$ cat config.mk
export PLATFORM = sky130hd
export DESIGN_NAME = wino_pad_io
export DESIGN_NICKNAME = d
export VERILOG_FILES = /design/src/rtl/wino_io_pkg.sv /design/src/rtl/wino_out_ser.sv /design/src/rtl/wino_pad_io.sv
export SDC_FILE = /design/constraint.sdc
export NUM_CORES = 1
export LEC_CHECK = 0
export ABC_AREA = 1
export CORE_MARGIN = 3
export CORE_UTILIZATION = 53
export DETAILED_ROUTE_END_ITERATION = 16
export GPL_TIMING_DRIVEN = 0
export HOLD_SLACK_MARGIN = 0.05
export PLACE_DENSITY = 0.8
export SETUP_SLACK_MARGIN = 0.02
export SLEW_MARGIN = 20
export SYNTH_ARGS = -nofsm -noshare
export SYNTH_HDL_FRONTEND = slang
export SYNTH_SLANG_ARGS = --single-unit
$ cat constraint.sdc
create_clock -name clk -period 3.3 [get_ports clk]
set_clock_uncertainty 0.15 [all_clocks]
set_input_delay 0.33 -clock clk [delete_from_list [all_inputs] [get_ports clk]]
set_output_delay 0.33 -clock clk [all_outputs]
set_load 0.01 [all_outputs]
$ cat src/rtl/wino_io_pkg.sv
// Shared types and elaboration helpers for the Winograd pad I/O front end.
// Beat/word derivation, FSM state types and counter sizing live here.
package wino_io_pkg;

  typedef enum logic [0:0] {
    HUNT = 1'b0,
    FILL = 1'b1
  } asm_state_e;

  typedef enum logic [0:0] {
    IDLE = 1'b0,
    SEND = 1'b1
  } ser_state_e;

  function automatic int beats_of(input int data_w, input int pin_w);
    return data_w / pin_w;
  endfunction

  function automatic bit width_ok(input int data_w, input int pin_w);
    return (pin_w > 0) && ((data_w % pin_w) == 0);
  endfunction

  // Width needed to hold 0..n-1; never narrower than one bit.
  function automatic int clog2(input int n);
    int w;
    w = 1;
    while ((1 << w) < n) begin
      w = w + 1;
    end
    return w;
  endfunction

endpackage

$ cat src/rtl/wino_out_ser.sv
// Result serialiser: captures one core result and streams it onto the output
// pins, sample 0 first and least-significant slice first within each word.
module wino_out_ser
  import wino_io_pkg::*;
#(
  parameter int PIN_W  = 10,
  parameter int DATA_W = 10,
  parameter int N_OUT  = 2
) (
  input  logic                    clk,
  input  logic                    rst,
  input  logic [N_OUT*DATA_W-1:0] res_data,
  input  logic                    res_vld,
  output logic                    res_rdy,
  output logic [PIN_W-1:0]        dout,
  output logic                    dout_vld
);

  localparam int BEATS = beats_of(DATA_W, PIN_W);
  localparam int NB    = N_OUT * BEATS;
  localparam int CW    = clog2(NB);
  localparam int RW    = N_OUT * DATA_W;
  localparam logic [CW-1:0] LAST = CW'(NB - 1);

  ser_state_e          r_state;
  logic [CW-1:0]       r_cnt;
  logic [RW-1:0]       r_shift;
  logic [PIN_W-1:0]    r_dout;
  logic                r_dout_vld;
  logic                r_res_rdy;

  ser_state_e          w_state_nx;
  logic [CW-1:0]       w_cnt_nx;
  logic [RW-1:0]       w_shift_nx;
  logic [PIN_W-1:0]    w_dout_nx;
  logic                w_vld_nx;
  logic                w_rdy_nx;
  logic                w_acc;
  logic                w_last;

  assign w_acc  = res_vld & r_res_rdy;
  assign w_last = (r_state == SEND) && (r_cnt == LAST);

  // A new result can be taken in IDLE or on the final beat, so back-to-back
  // results stream with no bubble; res_rdy is precomputed for the next cycle.
  always_comb begin
    w_state_nx = r_state;
    w_cnt_nx   = r_cnt;
    w_shift_nx = r_shift;
    w_dout_nx  = r_dout;
    w_vld_nx   = r_dout_vld;
    if (w_acc) begin
      w_state_nx = SEND;
      w_cnt_nx   = '0;
      w_dout_nx  = res_data[PIN_W-1:0];
      w_shift_nx = res_data >> PIN_W;
      w_vld_nx   = 1'b1;
    end else if (r_state == SEND) begin
      if (w_last) begin
        w_state_nx = IDLE;
        w_vld_nx   = 1'b0;
      end else begin
        w_cnt_nx   = r_cnt + CW'(1);
        w_dout_nx  = r_shift[PIN_W-1:0];
        w_shift_nx = r_shift >> PIN_W;
        w_vld_nx   = 1'b1;
      end
    end else begin
      w_vld_nx = 1'b0;
    end
    w_rdy_nx = (w_state_nx == IDLE) || (w_cnt_nx == LAST);
  end

  always_ff @(posedge clk or posedge rst) begin
    if (rst) begin
      r_state    <= IDLE;
      r_cnt      <= '0;
      r_shift    <= '0;
      r_dout     <= '0;
      r_dout_vld <= 1'b0;
      r_res_rdy  <= 1'b1;
    end else begin
      r_state    <= w_state_nx;
      r_cnt      <= w_cnt_nx;
      r_shift    <= w_shift_nx;
      r_dout     <= w_dout_nx;
      r_dout_vld <= w_vld_nx;
      r_res_rdy  <= w_rdy_nx;
    end
  end

  assign res_rdy  = r_res_rdy;
  assign dout     = r_dout;
  assign dout_vld = r_dout_vld;

endmodule

$ cat src/rtl/wino_pad_io.sv
// Pin-side I/O front end: assembles narrow input beats into tiles for the core
// and serialises core results back to the pins, with sticky framing/drop flags.
module wino_pad_io
  import wino_io_pkg::*;
#(
  parameter int PIN_W  = 10,
  parameter int DATA_W = 10,
  parameter int N_IN   = 4,
  parameter int N_OUT  = 2
) (
  input  logic                    clk,
  input  logic                    rst,
  input  logic [PIN_W-1:0]        din,
  input  logic                    din_vld,
  input  logic                    din_sof,
  output logic [N_IN*DATA_W-1:0]  tile_data,
  output logic                    tile_vld,
  input  logic                    tile_rdy,
  input  logic [N_OUT*DATA_W-1:0] res_data,
  input  logic                    res_vld,
  output logic                    res_rdy,
  output logic [PIN_W-1:0]        dout,
  output logic                    dout_vld,
  input  logic                    err_clr,
  output logic                    ovf_err,
  output logic                    sof_err
);

  localparam int BEATS = beats_of(DATA_W, PIN_W);
  localparam int NBI   = N_IN * BEATS;
  localparam int IW    = clog2(NBI);
  localparam int TW    = N_IN * DATA_W;
  localparam logic [IW-1:0] LAST_IDX = IW'(NBI - 1);

  if (!width_ok(DATA_W, PIN_W)) begin : g_bad_width
    $error("wino_pad_io: DATA_W must be an integer multiple of PIN_W");
  end

  asm_state_e       r_state;
  logic [IW-1:0]    r_idx;
  logic [TW-1:0]    r_buf;
  logic [TW-1:0]    r_tile_data;
  logic             r_tile_vld;
  logic             r_ovf_err;
  logic             r_sof_err;

  logic             w_beat;
  logic             w_sof_viol;
  logic [IW-1:0]    w_wr_idx;
  logic             w_last;
  logic             w_hold_free;
  logic             w_ovf_set;
  logic [TW-1:0]    w_tile;

  assign w_beat      = din_vld & ((r_state == FILL) | din_sof);
  assign w_sof_viol  = din_vld & din_sof & (r_state == FILL) & (r_idx != '0);
  assign w_wr_idx    = w_sof_viol ? '0 : r_idx;
  assign w_last      = w_beat & (w_wr_idx == LAST_IDX);
  assign w_hold_free = ~r_tile_vld | tile_rdy;
  assign w_ovf_set   = w_last & ~w_hold_free;

  // Beat k of a tile lands at bit k*PIN_W, giving sample-0/LS-slice-first order.
  always_comb begin
    w_tile = r_buf;
    w_tile[w_wr_idx*PIN_W +: PIN_W] = din;
  end

  always_ff @(posedge clk or posedge rst) begin
    if (rst) begin
      r_state <= HUNT;
      r_idx   <= '0;
      r_buf   <= '0;
    end else if (w_beat) begin
      r_buf <= w_tile;
      if (w_last) begin
        r_state <= HUNT;
        r_idx   <= '0;
      end else begin
        r_state <= FILL;
        r_idx   <= w_wr_idx + IW'(1);
      end
    end
  end

  // A completed tile is dropped rather than overwriting an unconsumed one.
  always_ff @(posedge clk or posedge rst) begin
    if (rst) begin
      r_tile_data <= '0;
      r_tile_vld  <= 1'b0;
    end else if (w_last && w_hold_free) begin
      r_tile_data <= w_tile;
      r_tile_vld  <= 1'b1;
    end else if (tile_rdy) begin
      r_tile_vld  <= 1'b0;
    end
  end

  always_ff @(posedge clk or posedge rst) begin
    if (rst) begin
      r_ovf_err <= 1'b0;
      r_sof_err <= 1'b0;
    end else begin
      r_ovf_err <= w_ovf_set | (r_ovf_err & ~err_clr);
      r_sof_err <= w_sof_viol | (r_sof_err & ~err_clr);
    end
  end

  wino_out_ser #(
    .PIN_W  (PIN_W),
    .DATA_W (DATA_W),
    .N_OUT  (N_OUT)
  ) u_out_ser (
    .clk      (clk),
    .rst      (rst),
    .res_data (res_data),
    .res_vld  (res_vld),
    .res_rdy  (res_rdy),
    .dout     (dout),
    .dout_vld (dout_vld)
  );

  assign tile_data = r_tile_data;
  assign tile_vld  = r_tile_vld;
  assign ovf_err   = r_ovf_err;
  assign sof_err   = r_sof_err;

endmodule

---- After elaboration in Yosys (flattened, before gate mapping) ----
Cells that the tools add are included.
word-level totals
  register bits after elaboration ......... 119
  latch bits .............................. 0
  bits in writable memories ............... 0
  bits in read-only memories .............. 0
  input bits .............................. 37
  output and inout port bits .............. 55
  logic and storage cells ................. 62
  memories ................................ 0
cells by class
  $add $sub $neg .......................... 3
  multipliers ............................. 1
  divide/modulo/power cells ............... 0
  order comparisons ....................... 0
  eq/ne operators ......................... 2
  shifts and indexed selects .............. 2
  mux-type cells .......................... 18
  bitwise operators ....................... 17
  reduce and logical (&&, ||, !) cells .... 7
operator list
  operator                                                count
  2-to-1 mux 20 bit                                       3
  bitwise mux 40 bit                                      1
  variable shift 10 x 34 -> 40 bit, first input constant  1
  variable part select 10 x 34 -> 40 bit                  1
  negation 6 -> 34 bit                                    1
  2-to-1 mux 10 bit                                       3
  bitwise AND 1 bit                                       9
  2-to-1 mux 1 bit                                        9
  nonzero test 2 bit                                      3
  multiplier 2 x 3 -> 5 bit, second input constant        1
  2-to-1 mux 2 bit                                        2
  NOT 1 bit                                               4
  OR 1 bit                                                4
  adder 2 x 1 -> 2 bit, second input constant             1
  equality test 2 bit, second input constant              1
  logical AND 1 bit                                       2
  != test 2 x 1 -> 1 bit, second input constant           1
  AND reduction 2 bit                                     1
  adder 1 bit, second input constant                      1
  logical OR 1 bit                                        1

---- Depth between registers and ports, before layout ----
Gate-level depths: netlist of the first run.
  depth after elaboration ................. 8
  gate-level depth with buffers ........... 15
  gate-level depth less buffers ........... 14

---- By module ----
From an unflattened synthesis of the first run, not the netlist that was laid out.
second synthesis, totals
  cells, all modules ...................... 726
  area, all modules ....................... 5,267.6 um2
by module, submodules not included
  module        instances  cells each  area each (um2)  seq. area each (um2)
  wino_pad_io   1          596         4,232.8          1,901.8
  wino_out_ser  1          130         1,034.7          576.8

---- Least setup slack after synthesis of the first run ----
OpenSTA, ideal clock, no wires.
  path type ............................... reg-to-reg
  start point ............................. reg r_idx[0]
  end point ............................... reg r_buf[18]
  library setup time ...................... 0.066 ns
  arrival ................................. 2.200 ns
  required time ........................... 3.084 ns
  slack ................................... 0.884 ns
  stages on the path, launching flop included .. 15
  path buffers ............................ 2
  clock period less this slack ............ 2.416 ns
  path through ............................ dfrtp_1 -> nor2_2 -> nor2_1 -> nor2_1 -> inv_1 -> ha_1 -> buf_2 -> inv_1 -> buf_1 -> nand3_1 -> nand2_1 -> nand2_1 -> o21ai_1 -> nand2_1 -> nand2_1
on the way
  cells in the longest elaborated chain, start to end .. 7
  elaborated cells between the ends (all ways) .. 8
  those cells by class .................... 1 x add/sub; 1 x mul; 2 x shift; 2 x mux; 1 x bitwise; 1 x reduce/logical
ends and longest elaborated chain
  what                                                                                               RTL line           text
  from (decl)                                                                                        wino_pad_io.sv:40  logic [IW-1:0] r_idx;
  from (signal assigned)                                                                             wino_pad_io.sv:80  r_idx <= w_wr_idx + IW'(1);
  nonzero test 2 bit                                                                                 wino_pad_io.sv:56  assign w_sof_viol = din_vld & din_sof & (r_state == FILL) & (r_idx != '0);
  bitwise AND 1 bit                                                                                  wino_pad_io.sv:56
  2-to-1 mux 2 bit (*)                                                                               wino_pad_io.sv:57  assign w_wr_idx = w_sof_viol ? '0 : r_idx;
  multiplier 2 x 3 -> 5 bit (*)                                                                      wino_pad_io.sv:65  w_tile[w_wr_idx*PIN_W +: PIN_W] = din;
  negation 6 -> 34 bit (*)                                                                           wino_pad_io.sv:65
  variable part select 10 x 34 -> 40 bit / variable shift 10 x 34 -> 40 bit (equally long branches)  wino_pad_io.sv:65
  bitwise mux 40 bit (*)                                                                             wino_pad_io.sv:65
  to (signal assigned)                                                                               wino_pad_io.sv:74  r_buf <= w_tile;
  to (decl)                                                                                          wino_pad_io.sv:41  logic [TW-1:0] r_buf;
Mark *: on every way between the ends. The rest lies on a longest branch, timed or not.
A chain may end at the register's enable or synchronous reset.

---- Final worst setup path of the first run ----
  start point ............................. reg r_idx[0]
  end point ............................... reg r_buf[21]
The elaborated chain is that of the path after synthesis.

==> results of run 1 <==
power by group through the flow:
stage | clock network, uW | logic (uW) | registers, uW
6_report | 792 | 3600 | 1870
5_1_grt | 863 | 4020 | 1930
4_1_cts | 808 | 3570 | 1870
3_5_place_dp | 0 | 3540 | 1890
3_3_place_gp | 0 | 3480 | 1860
2_1_floorplan | 0 | 2160 | 1970
through the flow:
step                      power, uW  setup WS, ns  setup TNS (ns)  cell area (um^2)  cells
after floorplan                4124        0.2312               0              5157    703
after global placement         5341        -1.023          -99.59              6230    923
after detailed placement       5432     -0.007300        -0.01222              6262    924
after CTS                      6248        0.2489               0              6461    940
after global routing           6814        0.1155               0              6464    940
final                          6266        0.3335               0              6464    940
worst max path at each step:
stage                         startpoint  slack [ns]                         to
global placement                     rst       -1.02  tile_data[38]$_DFFE_PP0P_
CTS                 r_idx[0]$_DFFE_PP0P_        0.25       r_buf[7]$_DFFE_PP0P_
finish              r_idx[0]$_DFFE_PP0P_        0.33      r_buf[21]$_DFFE_PP0P_
floorplan                            rst        0.23          ovf_err$_DFF_PP0_
detailed placement               din_vld      -0.007       r_buf[7]$_DFFE_PP0P_
global route        r_idx[0]$_DFFE_PP0P_        0.12      r_buf[21]$_DFFE_PP0P_
state kept, by name (all words and copies together) (netlist names):
signal / cells
sof_err: 1
u_out_ser.r_cnt: 1
tile_vld: 1
r_buf: 30
r_state: 1
u_out_ser.r_state: 1
ovf_err: 1
r_idx: 2
u_out_ser.dout: 10
u_out_ser.r_shift: 10
tile_data: 40
u_out_ser.res_rdy: 1
layer usage:
metal,track usage (%),vias up
li1,-,2436
met2,46.49,171
met1,37.46,2391
met4,9.841,0
met5,0,-
met3,4.941,28
cells by family after synthesis:
kind of cell	after synthesis	synth area share, %
and+or+nand+nor	427	34.33
adders and majority gates	5	1.213
AOI/OAI and AO/OA	75	8.515
DFF	99	48.06
buffers and inverters	97	7.884
cell type report:
type / count / share of cell area [%]
inverters: 56 / 3.329
multi-input cells: 507 / 35.15
plain buffers: 41 / 3.078
clock buffers: 9 / 1.916
flip-flops and latches: 99 / 38.35
repair buffers: 92 / 14.52
clock inverters: 7 / 1.161
well taps: 129 / 2.497
placed cells by master (no fill, tap or decap), types with 3 or more instances in the layout:
| cell | synthesis | layout |
|---|---|---|
| nand2_1 | 299 | 299 |
| o22ai_1 | 7 | 7 |
| clkbuf_1 | 20 | 19 |
| inv_1 | 54 | 53 |
| dfrtp_1 | 98 | 98 |
| ha_1 | 5 | 5 |
| buf_6 | 3 | 3 |
| nor2_1 | 21 | 21 |
| o21ai_0 | 37 | 37 |
| o21ai_1 | 7 | 7 |
| buf_2 | 10 | 10 |
| a31oi_1 | 5 | 5 |
| o21a_1 | 5 | 5 |
| a21oi_1 | 4 | 4 |
| nand3_2 | 3 | 3 |
| or2_2 | 4 | 4 |
| nor2_2 | 4 | 4 |
| nor3_1 | 3 | 3 |
| buf_1 | 6 | 5 |
| o211ai_1 | 9 | 9 |
| clkdlybuf4s50_1 | 0 | 91 |
| clkbuf_8 | 0 | 9 |
| nand3_1 | 89 | 89 |
==> impl_metrics.json, run 1 <==
{
  "synth_top_area_share_pct": 47.55,
  "crit_buf_inv": 3,
  "clkSinkCount": 99,
  "rows": 35,
  "switching_share_pct": 46.87,
  "num_vias": 5026,
  "path_clk_slew_ns": 0.10,
  "worstSetupStartpointType": "flop",
  "min_path_type": "input port to asynchronous set/reset pin",
  "max-vdd-ir-drop_uv": 619.5,
  "areaGrowthSynthToFinish_pct": 25.33,
  "seqPwrFrac_pct": 29.8,
  "crit_family": "simple AND/OR/NAND/NOR gates",
  "ctsResizeCount": 0,
  "synth.largest_area_cell": "dfrtp_1",
  "synth.most_common_cell": "nand2_1",
  "regArea_um2": 2479,
  "async_flop_share_pct": 100.0,
  "pwr-share-comb_pct": 57.5,
  "layout.nets": 848,
  "synth_edf_count": 0,
  "grt_max_degree": 69,
  "core_um2": 9328,
  "cpPeakStageDelay_ns": 0.67,
  "wl_met3_um": 735,
  "rsz0062_at_grt": "no",
  "cts_tree": "built",
  "die_w_um": 104.6,
  "antenna_cells": 0,
  "dp_hpwl_mm": 11.34,
  "hold_buffers": 0,
  "synth_ff_type": "dfrtp_1",
  "insertion_delay_ns": 0.37,
  "synth_area_leaders": "dfrtp_1 48%, nand2_1 22%, nand3_1 8.6%, inv_1 3.9%, o21ai_0 3.6%",
  "cp.required_ns": 3.44,
  "power_density_nw_per_um2": 969.4,
  "crit_chain": "nor2_2 -> nor2_1 -> nor2_1 -> inv_1 -> ha_1 -> buf_2 -> nor3_2 -> inv_1 -> o22ai_1 -> nand2_1 -> o21ai_0",
  "seq_area_frac_synth_pct": 48.06,
  "grt-ovfl-total": 0,
  "first_iter_violations": 295,
  "worstReg2RegEnd": "r_buf[21]$_DFFE_PP0P_",
  "relSlewSlack_pct": 48.53,
  "route.detailed.drc": 0,
  "io_pins": 92,
  "p_leak_uw": 0.003254,
  "routed_wl_mm": 14.67,
  "syn_area_um2": 5157,
  "power_switching_uw": 2937,
  "min_period_ns": 2.967,
  "start_util_pct": 55.29,
  "grt_pass1_wl_mm": 24.77,
  "grt_pass1_vias": 5126,
  "status": "finished, final reports clean",
  "via_per_inst": 5.347,
  "met1_length_mm": 6.515,
  "drv_slew": 0,
  "die_h_um": 104.6,
  "multi_input_area_um2": 2272,
  "synth_warnings": 0,
  "syn-mean-instance-area_um2": 7.336,
  "synth_cell_type_count": 29,
  "ant_nets": 0,
  "clock.fmax_mhz": 337.1,
  "drive_gt1_share_pct": 6.289,
  "track_usage_pct": 28.13,
  "tightest_slew_ns": 0.7679,
  "setup_viol": 0,
  "reg2reg_depth": 11,
  "cts-root-buf": "clkbuf_8",
  "synth_commonest_cells": "299 x nand2_1, 98 x dfrtp_1, 89 x nand3_1",
  "gp_congestion": 0.9816,
  "ctsHtreeMaxLevel": 3,
  "cts_inserted_buffers": 9,
  "utilization_pct": 69.30,
  "cts_buffer_depth": 2,
  "port_buffers": 91,
  "critPathArrivalTime_ns": 3.11,
  "synth-seq-cells": 99,
  "critical_path_depth": 11,
  "hold_viol": 0,
  "postCtsSetupRepairBufs": 0,
  "nFillCells": 795,
  "fp.dieArea_um2": 10950,
  "antenna_found_initial": 0,
  "cp_slowest_cell": "nor3_2",
  "wl_met2_mm": 7.084,
  "hold_ws_ns": 0.1445,
  "r2r_setup_slack_ns": 0.33,
  "drv_cap": 0,
  "critPathKind": "flop to flop",
  "clockPowerShare_pct": 12.6,
  "syn_nets": 745,
  "wl_per_cell_um": 15.61,
  "synthCells": 703,
  "reg2reg_from": "r_idx[0]$_DFFE_PP0P_",
  "highest_layer": "met4",
  "first_pass_iters": 5,
  "crit_fanout": 10,
  "worstSetupEndpointType": "flop",
  "internal_power_uw": 3329,
  "finalCritPeriodShare_pct": 89.90
}
No activity file was read; power rests on OpenSTA's default activity.
==> inputs of run 2 (changes only) <==
- CAP_MARGIN: not set -> 40
- CORE_UTILIZATION: 53 -> 48
- PLACE_DENSITY: 0.8 -> 0.77
- clock period: 3.3 -> 2.4 ns (I/O delays scaled with it)
==> impl_metrics.json, run 2 (same netlist as run 1, synthesis figures left out) <==
{
  "status": "finished, final reports clean",
  "critPathArrivalTime_ns": 2.52,
  "routed_wl_mm": 15.91,
  "io_pins": 92,
  "tightest_slew_ns": 0.7685,
  "ctsHtreeMaxLevel": 3,
  "rsz0062_at_grt": "yes",
  "p_leak_uw": 0.003535,
  "clkSinkCount": 99,
  "cpPeakStageDelay_ns": 0.46,
  "min_path_type": "input port to asynchronous set/reset pin",
  "die_w_um": 109.7,
  "multi_input_area_um2": 2668,
  "clock.fmax_mhz": 424.9,
  "first_iter_violations": 360,
  "reg2reg_from": "r_idx[0]$_DFFE_PP0P_",
  "start_util_pct": 49.73,
  "first_pass_iters": 5,
  "relSlewSlack_pct": 48.66,
  "critPathLaunch": "r_idx[0]$_DFFE_PP0P_",
  "max-vdd-ir-drop_uv": 608.2,
  "grt_pass1_vias": 5016,
  "gp_congestion": 0.9813,
  "fin_ws_ns": 0.04670,
  "cts_buffer_depth": 2,
  "worstSetupEndpointType": "flop",
  "power_density_nw_per_um2": 1435,
  "port_buffers": 91,
  "track_usage_pct": 26.43,
  "critPathKind": "flop to flop",
  "cts_tree": "built",
  "place_area_um2": 6285,
  "cpMostUsedCell": "nand2_1",
  "fp.dieArea_um2": 12020,
  "cts-root-buf": "clkbuf_8",
  "ant_nets": 0,
  "core_um2": 10370,
  "layout.nets": 877,
  "insertion_delay_ns": 0.38,
  "finalCritPeriodShare_pct": 98.05,
  "rows": 37,
  "num_vias": 5237,
  "regArea_um2": 2480,
  "crit_fanout": 5,
  "largest_register_ffs": 40,
  "hold_viol": 0,
  "areaGrowthSynthToFinish_pct": 40.90,
  "via_per_inst": 5.366,
  "cp_slowest_cell": "dfrtp_2",
  "cp.required_ns": 2.57,
  "cp-endpoint": "tile_data[29]$_DFFE_PP0P_",
  "grt-ovfl-total": 0,
  "min_period_ns": 2.353,
  "reg2reg_depth": 15,
  "dp_hpwl_mm": 11.60,
  "route.detailed.drc": 0,
  "place_ws_ns": -0.7556,
  "layout_commonest_cell": "nand2_1",
  "setup_viol": 0,
  "grt_max_degree": 36,
  "drv_cap": 0,
  "crit_chain": "nor2_4 -> nor2_4 -> nor2_4 -> inv_4 -> ha_4 -> inv_4 -> buf_6 -> nand2_1 -> nand3_1 -> nand3_2 -> nand3_2 -> nand3_1 -> nand2_1 -> nand2_1 -> nand2_1",
  "antenna_cells": 0,
  "die_h_um": 109.7,
  "worstSetupStartpointType": "flop",
  "r2r_setup_slack_ns": 0.05,
  "grt_pass1_wl_mm": 24.48,
  "drv_slew": 0,
  "wl_per_cell_um": 16.30,
  "mostFrequentLayoutCells": "279 x nand2_1, 97 x dfrtp_1, 91 x clkdlybuf4s50_1",
  "worstReg2RegEnd": "tile_data[29]$_DFFE_PP0P_",
  "drive_gt1_share_pct": 20.36,
  "path_clk_slew_ns": 0.11,
  "nFillCells": 852,
  "antenna_found_initial": 0,
  "design_area_um2": 7267,
  "cts_inserted_buffers": 9
}
==> run 2: worst max-delay path, delay by kind of cell (launching register included) <==
kind	cells	cell delay, ns
AND/OR/NAND/NOR	11	1.24
flip-flops	1	0.46
buffers and inverters	3	0.27
adder cells (fa/ha/maj)	1	0.18
==> run 2: power by group <==
group | leakage [uW] | switching [uW] | internal, uW | total, uW
Clock | 0.0000983 | 623 | 498 | 1120
Sequential | 0.00128 | 319 | 2250 | 2570
Combinational | 0.00216 | 3870 | 2870 | 6740
==> run 2: timing repair <==
| action | 4_1_cts | 5_1_grt |
|---|---|---|
| gates resized for setup | 60 | 103 |
| pin swaps | 13 | 30 |
| setup endpoints to repair | 71 | 69 |
| cloned | 1 | 2 |
| buffers inserted | 13 | 14 |
| hold buffers | 0 | 0 |
==> run 2: worst min path at each step <==
stage                          from                            end  slack [ns]
2_1_floorplan               err_clr              ovf_err$_DFF_PP0_        0.19
3_3_place_gp   r_buf[6]$_DFFE_PP0P_           r_buf[6]$_DFFE_PP0P_        0.30
3_5_place_dp   r_buf[6]$_DFFE_PP0P_           r_buf[6]$_DFFE_PP0P_        0.31
4_1_cts                         rst  u_out_ser.dout[9]$_DFFE_PP0P_        0.20
5_1_grt                         rst  u_out_ser.dout[9]$_DFFE_PP0P_        0.25
6_report                        rst  u_out_ser.dout[9]$_DFFE_PP0P_        0.18
==> run 2: layout make-up <==
class | count | share of cell area [%]
flip-flops and latches | 99 | 34.13
plain buffers | 39 | 3.840
repair buffers | 123 | 17.08
well taps | 136 | 2.342
inverters | 56 | 3.151
clock buffers | 10 | 1.756
clock inverters | 6 | 0.9986
multi-input cells | 507 | 36.71
==> run 2: through the flow <==
stage | std cells | util, % | total power, uW | setup TNS [ns] | hold slack (ns)
after floorplan | 703 | - | 5682 | 0 | 0.1890
after global placement | 930 | 60.22 | 7398 | -48.67 | 0.3039
after detailed placement | 932 | 60.61 | 7489 | -41.88 | 0.3080
after CTS | 962 | 65.54 | 9308 | 0 | 0.1954
after global routing | 976 | 70.08 | 11120 | -0.2725 | 0.2523
final | 976 | 70.08 | 10430 | 0 | 0.1824
==> run 2: layer usage <==
layer  wire length (um)  global-route usage, %
met1               6987                  34.96
met2               7770                  44.12
met3                673                  2.995
met4                479                  11.04
met5                  0                      0
